<file path="src/rtl/branch_pkg.sv">
// rtl/branch_pkg.sv - condition-code encodings and ALU flag bit positions for branch_unit
package branch_pkg;

    typedef enum logic [2:0] {
        CC_ALWAYS = 3'b000,
        CC_Z      = 3'b001,
        CC_P      = 3'b010,
        CC_N      = 3'b011,
        CC_C      = 3'b100,
        CC_V      = 3'b101,
        CC_NEVER6 = 3'b110,
        CC_NEVER7 = 3'b111
    } cc_e;

    localparam int FLAG_Z = 5;
    localparam int FLAG_P = 4;
    localparam int FLAG_N = 3;
    localparam int FLAG_C = 2;
    localparam int FLAG_V = 1;

endpackage

</file>
<file path="src/rtl/branch_cond.sv">
// rtl/branch_cond.sv - combinational branch condition evaluation from cc selector and ALU flags
module branch_cond
    import branch_pkg::*;
(
    input  logic [2:0] cc_i,
    input  logic [5:0] flags_i,
    output logic       taken
);

    cc_e cc;
    assign cc = cc_e'(cc_i);

    // Bit 0 of the flag bus is reserved and deliberately ignored.
    logic unused_flag_rsvd;
    assign unused_flag_rsvd = flags_i[0];

    always_comb begin
        taken = 1'b0;
        case (cc)
            CC_ALWAYS: taken = 1'b1;
            CC_Z:      taken = flags_i[FLAG_Z];
            CC_P:      taken = flags_i[FLAG_P];
            CC_N:      taken = flags_i[FLAG_N];
            CC_C:      taken = flags_i[FLAG_C];
            CC_V:      taken = flags_i[FLAG_V];
            default:   taken = 1'b0;
        endcase
    end

endmodule

</file>
<file path="src/rtl/branch_unit.sv">
// rtl/branch_unit.sv - branch target/condition unit with registered stage; BRANCH_PERF_CNT_EN adds branch counters
module branch_unit
    import branch_pkg::*;
(
    input  logic        clk_i,
    input  logic        rst_i,
    input  logic [31:0] pc_i,
    input  logic [2:0]  cc_i,
    input  logic [5:0]  flags_i,
    input  logic [31:0] src_i,
    input  logic        abs_i,
    input  logic        valid_i,
    output logic [31:0] dest_addr_o,
    output logic        branch_en_o,
    output logic [31:0] dest_addr_q_o,
    output logic        branch_en_q_o
`ifdef BRANCH_PERF_CNT_EN
    ,
    output logic [31:0] branch_cnt_o,
    output logic [31:0] taken_cnt_o
`endif
);

    logic cond_taken;

    branch_cond u_cond (
        .cc_i    (cc_i),
        .flags_i (flags_i),
        .taken   (cond_taken)
    );

    // Combinational paths are independent of valid_i and rst_i.
    assign branch_en_o = cond_taken;
    assign dest_addr_o = abs_i ? src_i : (pc_i + src_i);

    always_ff @(posedge clk_i or posedge rst_i) begin
        if (rst_i) begin
            dest_addr_q_o <= 32'h0000_0000;
            branch_en_q_o <= 1'b0;
        end else if (valid_i) begin
            dest_addr_q_o <= dest_addr_o;
            branch_en_q_o <= branch_en_o;
        end else begin
            branch_en_q_o <= 1'b0;
        end
    end

`ifdef BRANCH_PERF_CNT_EN
    // Both counters wrap naturally at 2^32.
    always_ff @(posedge clk_i or posedge rst_i) begin
        if (rst_i) begin
            branch_cnt_o <= 32'h0000_0000;
            taken_cnt_o  <= 32'h0000_0000;
        end else if (valid_i) begin
            branch_cnt_o <= branch_cnt_o + 32'd1;
            if (branch_en_o) begin
                taken_cnt_o <= taken_cnt_o + 32'd1;
            end
        end
    end
`endif

endmodule

</file>
<file path="config.mk">
export PLATFORM = sky130hd
export DESIGN_NAME = branch_unit
export DESIGN_NICKNAME = d
export VERILOG_FILES = /design/src/rtl/branch_pkg.sv /design/src/rtl/branch_cond.sv /design/src/rtl/branch_unit.sv
export SDC_FILE = /design/constraint.sdc
export NUM_CORES = 1
export LEC_CHECK = 0
export CAP_MARGIN = 20
export CORE_MARGIN = 10
export CORE_UTILIZATION = 31
export DETAILED_ROUTE_END_ITERATION = 12
export SLEW_MARGIN = 20
export SYNTH_ARGS = -nofsm -noshare
export SYNTH_HDL_FRONTEND = slang
export SYNTH_SLANG_ARGS = --single-unit
</file>
<file path="constraint.sdc">
create_clock -name clk_i -period 4.8 [get_ports clk_i]
set_clock_uncertainty 0.2 [all_clocks]
set_input_delay 0.96 -clock clk_i [delete_from_list [all_inputs] [get_ports clk_i]]
set_output_delay 0.96 -clock clk_i [all_outputs]
set_load 0.01 [all_outputs]
</file>
==> results of run 1 <==
==> sequential cells by signal, summed over array words and instances, names as in the netlist <==
register / flops
dest_addr_q_o: 32
branch_en_q_o: 1
==> critical path, stage by stage <==
cell	delay [ns]
dlygate4sd2_1	0.28
ha_1	0.28
a21o_1	0.13
a21oi_2	0.06
o31a_1	0.35
o21ai_1	0.23
a21oi_1	0.10
buf_4	0.16
xor2_1	0.13
o21ai_0	0.25
clkdlybuf4s50_1	0.61
==> timing repair <==
item,4_1_cts,5_1_grt
setup buffers,6,5
hold endpoints to repair,0,0
setup endpoints to repair,24,21
resized for setup,93,37
pin swaps,21,18
cloned,0,0
hold buffers,0,0
==> final timing paths <==
check | cells past startpoint | start | endpoint | slack (ns)
max in group asynchronous | 3 | rst_i | dest_addr_q_o[17] | 3.19
min | 1 | dest_addr_q_o[22] | dest_addr_q_o[22] | 0.30
max | 11 | src_i[1] | dest_addr_o[15] | 0.08
min in group asynchronous | 3 | rst_i | dest_addr_q_o[30] | 0.88
max reg2reg | 1 | dest_addr_q_o[28] | dest_addr_q_o[28] | 3.85
min reg2reg | 1 | dest_addr_q_o[22] | dest_addr_q_o[22] | 0.30
==> routing by layer <==
metal / part of all wire, % / up-vias / wire length [um]
met5: 0 / - / 0
met4: 0.35 / 0 / 38
met3: 6.9 / 4 / 760
met2: 50 / 85 / 5470
met1: 43 / 1547 / 4690
li1: - / 1717 / -
==> power groups by stage <==
stage | sequential, mW | combinational [mW] | clock [mW]
2_1_floorplan | 0.382 | 0.303 | 0
5_1_grt | 0.359 | 0.808 | 0.243
3_3_place_gp | 0.355 | 0.700 | 0
4_1_cts | 0.352 | 0.738 | 0.232
3_5_place_dp | 0.357 | 0.706 | 0
6_report | 0.351 | 0.742 | 0.218
==> synth_stat cells (3+ instances only) <==
cell,instances
buf_2,4
o21bai_1,4
a221oi_1,3
nand3_1,4
o21a_1,5
a21o_1,14
dfrtp_1,33
clkbuf_1,11
xnor2_1,15
o21ai_0,39
mux2_2,35
xor2_1,15
nor2_1,14
nand4_1,5
ha_1,31
nand2b_1,3
nand2_1,42
and2_1,3
a211oi_1,3
o22ai_1,3
inv_1,13
nor3_1,4
a21oi_1,26
==> cells by family (layout without fill, tap and decap cells) <==
logic type,count (synthesis),in the layout
compound gates,116,116
xor+xnor,30,30
fa+ha+maj,32,32
buf+inv,29,235
flops,33,33
mux,35,35
simple gates,84,84
==> area by class of cell <==
class | count | area, um2
inverter | 13 | 48.8
tap | 133 | 166
timing repair buffer | 215 | 1920
clock buffer | 7 | 86.3
multi-input combinational | 297 | 2540
fill | 896 | 4280
sequential | 33 | 826
==> through the flow <==
step,instances,TNS (ns),area (um2)
4_1_cts,693,0,5470
3_3_place_gp,680,-9.49,5140
6_report,698,0,5590
3_5_place_dp,680,-10.18,5140
2_1_floorplan,359,0,3160
5_1_grt,698,-0.0831,5590
==> flow_metrics.tcl, run 1 <==
set metrics [dict create \
    status "completed" \
    path_clk_slew_ns 0.07 \
    yosys.area_share.simple_pct 12.7 \
    synthArstFlopShare_pct 100 \
    track_usage_pct 14.4 \
    die_w_um 121 \
    final_util_pct 56.7 \
    layout_min_cycle_time_ns 4.72 \
    cts_buffer_depth 2 \
    die_h_um 121 \
    worst_pin_slew_ns 0.978 \
    drv_cap 0 \
    final_cell_mix "clkdlybuf4s50_1 (91), buf_4 (74), nand2_1 (41), mux2_2 (35), dfrtp_1 (33)" \
    fin_hold_ws_ns 0.305 \
    min_path_type "reg2reg" \
    hpwl_um 8680 \
    yosysTopAreaCell "dfrtp_1" \
    dieArea_mm2 0.0146 \
    synth_xor_area_share_pct 8.31 \
    rows 36 \
    yosys.area.top_type_share_pct 26.1 \
    ys_warn_count 0 \
    cts.sinks 33 \
    gr-max-usage-layer "met2" \
    drc 0 \
    syn_nets 468 \
    clk_latency_ns 0.28 \
    synth_fa_ha_area_share_pct 12.9 \
    overflow 0 \
    p_clk_share_pct 16.6 \
    peakVddDrop_v 0.000127 \
    synth_edf_count 0 \
    slew_violations 0 \
    drt_iter0_drc 40 \
    p_seq_share_pct 26.8 \
    setup.worst_path.start_class "input port" \
    muxShareOfSynthArea_pct 12.5 \
    viasPerCell 4.80 \
    finalPower_mw 1.31 \
    slew_headroom_pct 34.8 \
    ys_types 50 \
    rsz0062_at_grt "true" \
    port_buffers 141 \
    cts_buffers 5 \
    synth_area_mm2 0.00316 \
    netlist_instances 359 \
    worstPathArrival_ns 3.56 \
    globalRouteMet2Util_pct 26.5 \
    synth-seq-cells 33 \
    root_buffer "clkbuf_8" \
    grt_pass1_wl_um 17800 \
    dp_slack_ns -0.684 \
    worstSetupPathType "in2out" \
    top_level_ports 143 \
    core_region_area_mm2 0.00986 \
    critPathCaptureType "output pin" \
    cts_tree "built" \
    antenna_found_initial 0 \
    synth-main-ff-cell "dfrtp_1" \
    firstDrtPassIters 4 \
    initial_core_util_pct 32.0 \
    cp_max_fo 3 \
    synth_area_leaders "dfrtp_1 (26%), mux2_2 (12%), ha_1 (12%)" \
    grt_use_met3_pct 4.09 \
    setup_violations 0 \
    power.share.combinational_pct 56.6 \
    final_nets 674 \
    antenna_cells 0 \
    internal_power_mw 0.862 \
    drive_gt1_share_pct 30.8 \
    grt_use_met1_pct 16.5 \
    ant_nets 0 \
    first_global_vias 3631 \
    setup_ws_ns 0.0758 \
    place.gp.congestion 0.789 \
    p_leak_nw 2.54 \
    synth_compound_area_share_pct 23.9 \
    syn_avg_cell_area_um2 8.80 \
    htree_num_levels 2 \
    area_delta_synth_final_pct 76.8 \
    num_vias 3353 \
    min_period_over_period_pct 98.4 \
    hold_violations 0 \
    ys_seq_area_share_pct 26.1 \
    fmax_mhz 212 \
    power_density_mw_per_mm2 235 \
    switching_share_pct 34.2 \
    worst_ep_required_time_ns 3.64 \
    avgRoutedWirePerCell_um 15.7 \
    routed_wl_um 11000 \
    synth_top_family_by_area "compound AO/OA/AOI/OAI gates" \
    final_common_cell "clkdlybuf4s50_1" \
    grt_max_degree 60 \
    p_switching_mw 0.449 \
]
(Power assumes the default switching activity.)
==> run 2, diff against run 1 <==
- CAP_MARGIN: 20 -> not set
- REMOVE_ABC_BUFFERS: not set -> 1
==> run 2 against run 1 <==
Against the previous run: maximum frequency increased by 0.40%; sequential share of layout area decreased by 0.30 points; clock power increased by 31%; critical endpoint is now dest_addr_o[28]; non-clock buffer count increased by 9; sequential power about the same.
==> flow_metrics.tcl, run 2 (synthesis gave the netlist of run 1 again) <==
set metrics [dict create \
    status "completed" \
    cts_tree "built" \
    antenna_found_initial 0 \
    num_vias 3482 \
    drv_cap 0 \
    final_cell_mix "clkdlybuf4s50_1 (89), buf_4 (80), nand2_1 (40), mux2_2 (35), dfrtp_1 (33)" \
    path_clk_slew_ns 0.08 \
    setup_violations 0 \
    critPathCaptureType "output pin" \
    setup_ws_ns 0.0944 \
    finalPower_mw 1.40 \
    met2_length_um 5890 \
    worst_pin_slew_ns 0.990 \
    hold_path_depth 1 \
    final_common_cell "clkdlybuf4s50_1" \
    wl_met1_um 4740 \
    postCtsHoldBufs 0 \
    place.gp.congestion 0.813 \
    fmax_mhz 213 \
    cts.sinks 33 \
    overflow 0 \
    path_cells "dlygate4sd2_1 -> ha_4 -> fa_2 -> a21oi_4 -> o22ai_2 -> nor4_2 -> buf_4 -> a2bb2oi_4 -> o311ai_4 -> a41oi_2 -> xor2_1 -> o21ai_2 -> buf_2" \
    initial_core_util_pct 32.0 \
    drc 0 \
    layout_min_cycle_time_ns 4.71 \
    cts_buffers 5 \
    hpwl_um 8770 \
    grt_max_degree 60 \
    peakVddDrop_v 0.000131 \
    clk_latency_ns 0.29 \
    setup.worst_path.start_class "input port" \
    timing.setup.tns_ns 0 \
    drt_iter0_drc 113 \
    reg.largest.list "dest_addr_q_o (32), branch_en_q_o (1)" \
    highest-signal-layer "met4" \
    rsz0062_at_grt "true" \
    dieArea_mm2 0.0146 \
    firstDrtPassIters 4 \
    p_leak_nw 2.58 \
    root_buffer "clkbuf_8" \
    reg2regPathDepth 1 \
    route.met3.wl_um 747 \
    hold_violations 0 \
    final_nets 683 \
    htree_num_levels 2 \
    ant_nets 0 \
    rows 36 \
    die_h_um 121 \
    slowest_delay_ns 0.37 \
    slew_headroom_pct 34.0 \
    post_dp_cell_area_mm2 0.00512 \
    fillers 878 \
    antenna_cells 0 \
    area_delta_synth_final_pct 80.6 \
    grt_pass1_wl_um 18100 \
    die_w_um 121 \
    first_global_vias 3705 \
    routed_wl_um 11500 \
    power_density_mw_per_mm2 245 \
    top_level_ports 143 \
    fin_hold_ws_ns 0.309 \
    port_buffers 141 \
    avgRoutedWirePerCell_um 16.2 \
    largest_reg_flops 32 \
    worstSetupPathType "in2out" \
    drive_gt1_share_pct 32.7 \
    dp_slack_ns -0.646 \
    cp_max_fo 4 \
    worst_ep_required_time_ns 3.64 \
    final_cell_area_mm2 0.00571 \
    regMostFlops "dest_addr_q_o" \
    crit_slowest_cell "fa_2" \
    min_path_type "reg2reg" \
    min_period_over_period_pct 98.0 \
    viasPerCell 4.92 \
    cts_buffer_depth 2 \
    worstPathArrival_ns 3.55 \
    slew_violations 0 \
    track_usage_pct 14.9 \
    core_region_area_mm2 0.00986 \
]
run 2: cell type report:
class / instances / area, um2 / area share (%)
inverter: 13 / 48.8 / 0.855
tap: 133 / 166 / 2.92
timing repair buffer: 224 / 1980 / 34.6
sequential: 33 / 826 / 14.5
clock buffer: 7 / 86.3 / 1.51
multi-input combinational: 297 / 2570 / 45.1
clock inverter: 1 / 30.0 / 0.526
run 2: per-layer routing:
layer	global-route usage (%)	vias up
li1	-	1744
met2	27.0	86
met1	16.9	1644
met4	2.79	0
met3	4.42	8
met5	0	-
run 2: where the power goes:
part / internal [mW] / switching, mW / leakage, nW
Sequential: 0.328 / 0.0245 / 0.394
Combinational: 0.432 / 0.330 / 2.12
Clock: 0.170 / 0.116 / 0.0585
Total: 0.930 / 0.471 / 2.58
run 2: metrics by stage:
step                cells  util [%]
global route          708      57.9
detailed placement    678      51.9
global placement      678      51.9
floorplan             343         -
finish                708      57.9
CTS                   703      56.5
run 2: worst paths after layout:
| check | startpoint | endpoint | slack (ns) |
|---|---|---|---|
| max | src_i[0] | dest_addr_o[28] | 0.09 |
| min | dest_addr_q_o[24] | dest_addr_q_o[24] | 0.31 |
| max reg2reg | dest_addr_q_o[19] | dest_addr_q_o[19] | 3.83 |
| min reg2reg | dest_addr_q_o[24] | dest_addr_q_o[24] | 0.31 |
| max in group asynchronous | rst_i | dest_addr_q_o[15] | 3.19 |
| min in group asynchronous | rst_i | dest_addr_q_o[31] | 0.89 |
run 2: critical path, delay by kind of cell:
kind | cells | cell delay [ns]
AO/OA/AOI/OAI | 6 | 0.90
XOR/XNOR | 1 | 0.23
adder cells (fa/ha/maj) | 2 | 0.54
buffers and inverters | 3 | 0.63
AND/OR/NAND/NOR | 1 | 0.28
run 2: what timing repair did:
| action | CTS | global route |
|---|---|---|
| gates resized for setup | 105 | 42 |
| pin swaps | 23 | 29 |
| endpoints found under the setup margin | 24 | 20 |
| buffers inserted | 17 | 5 |
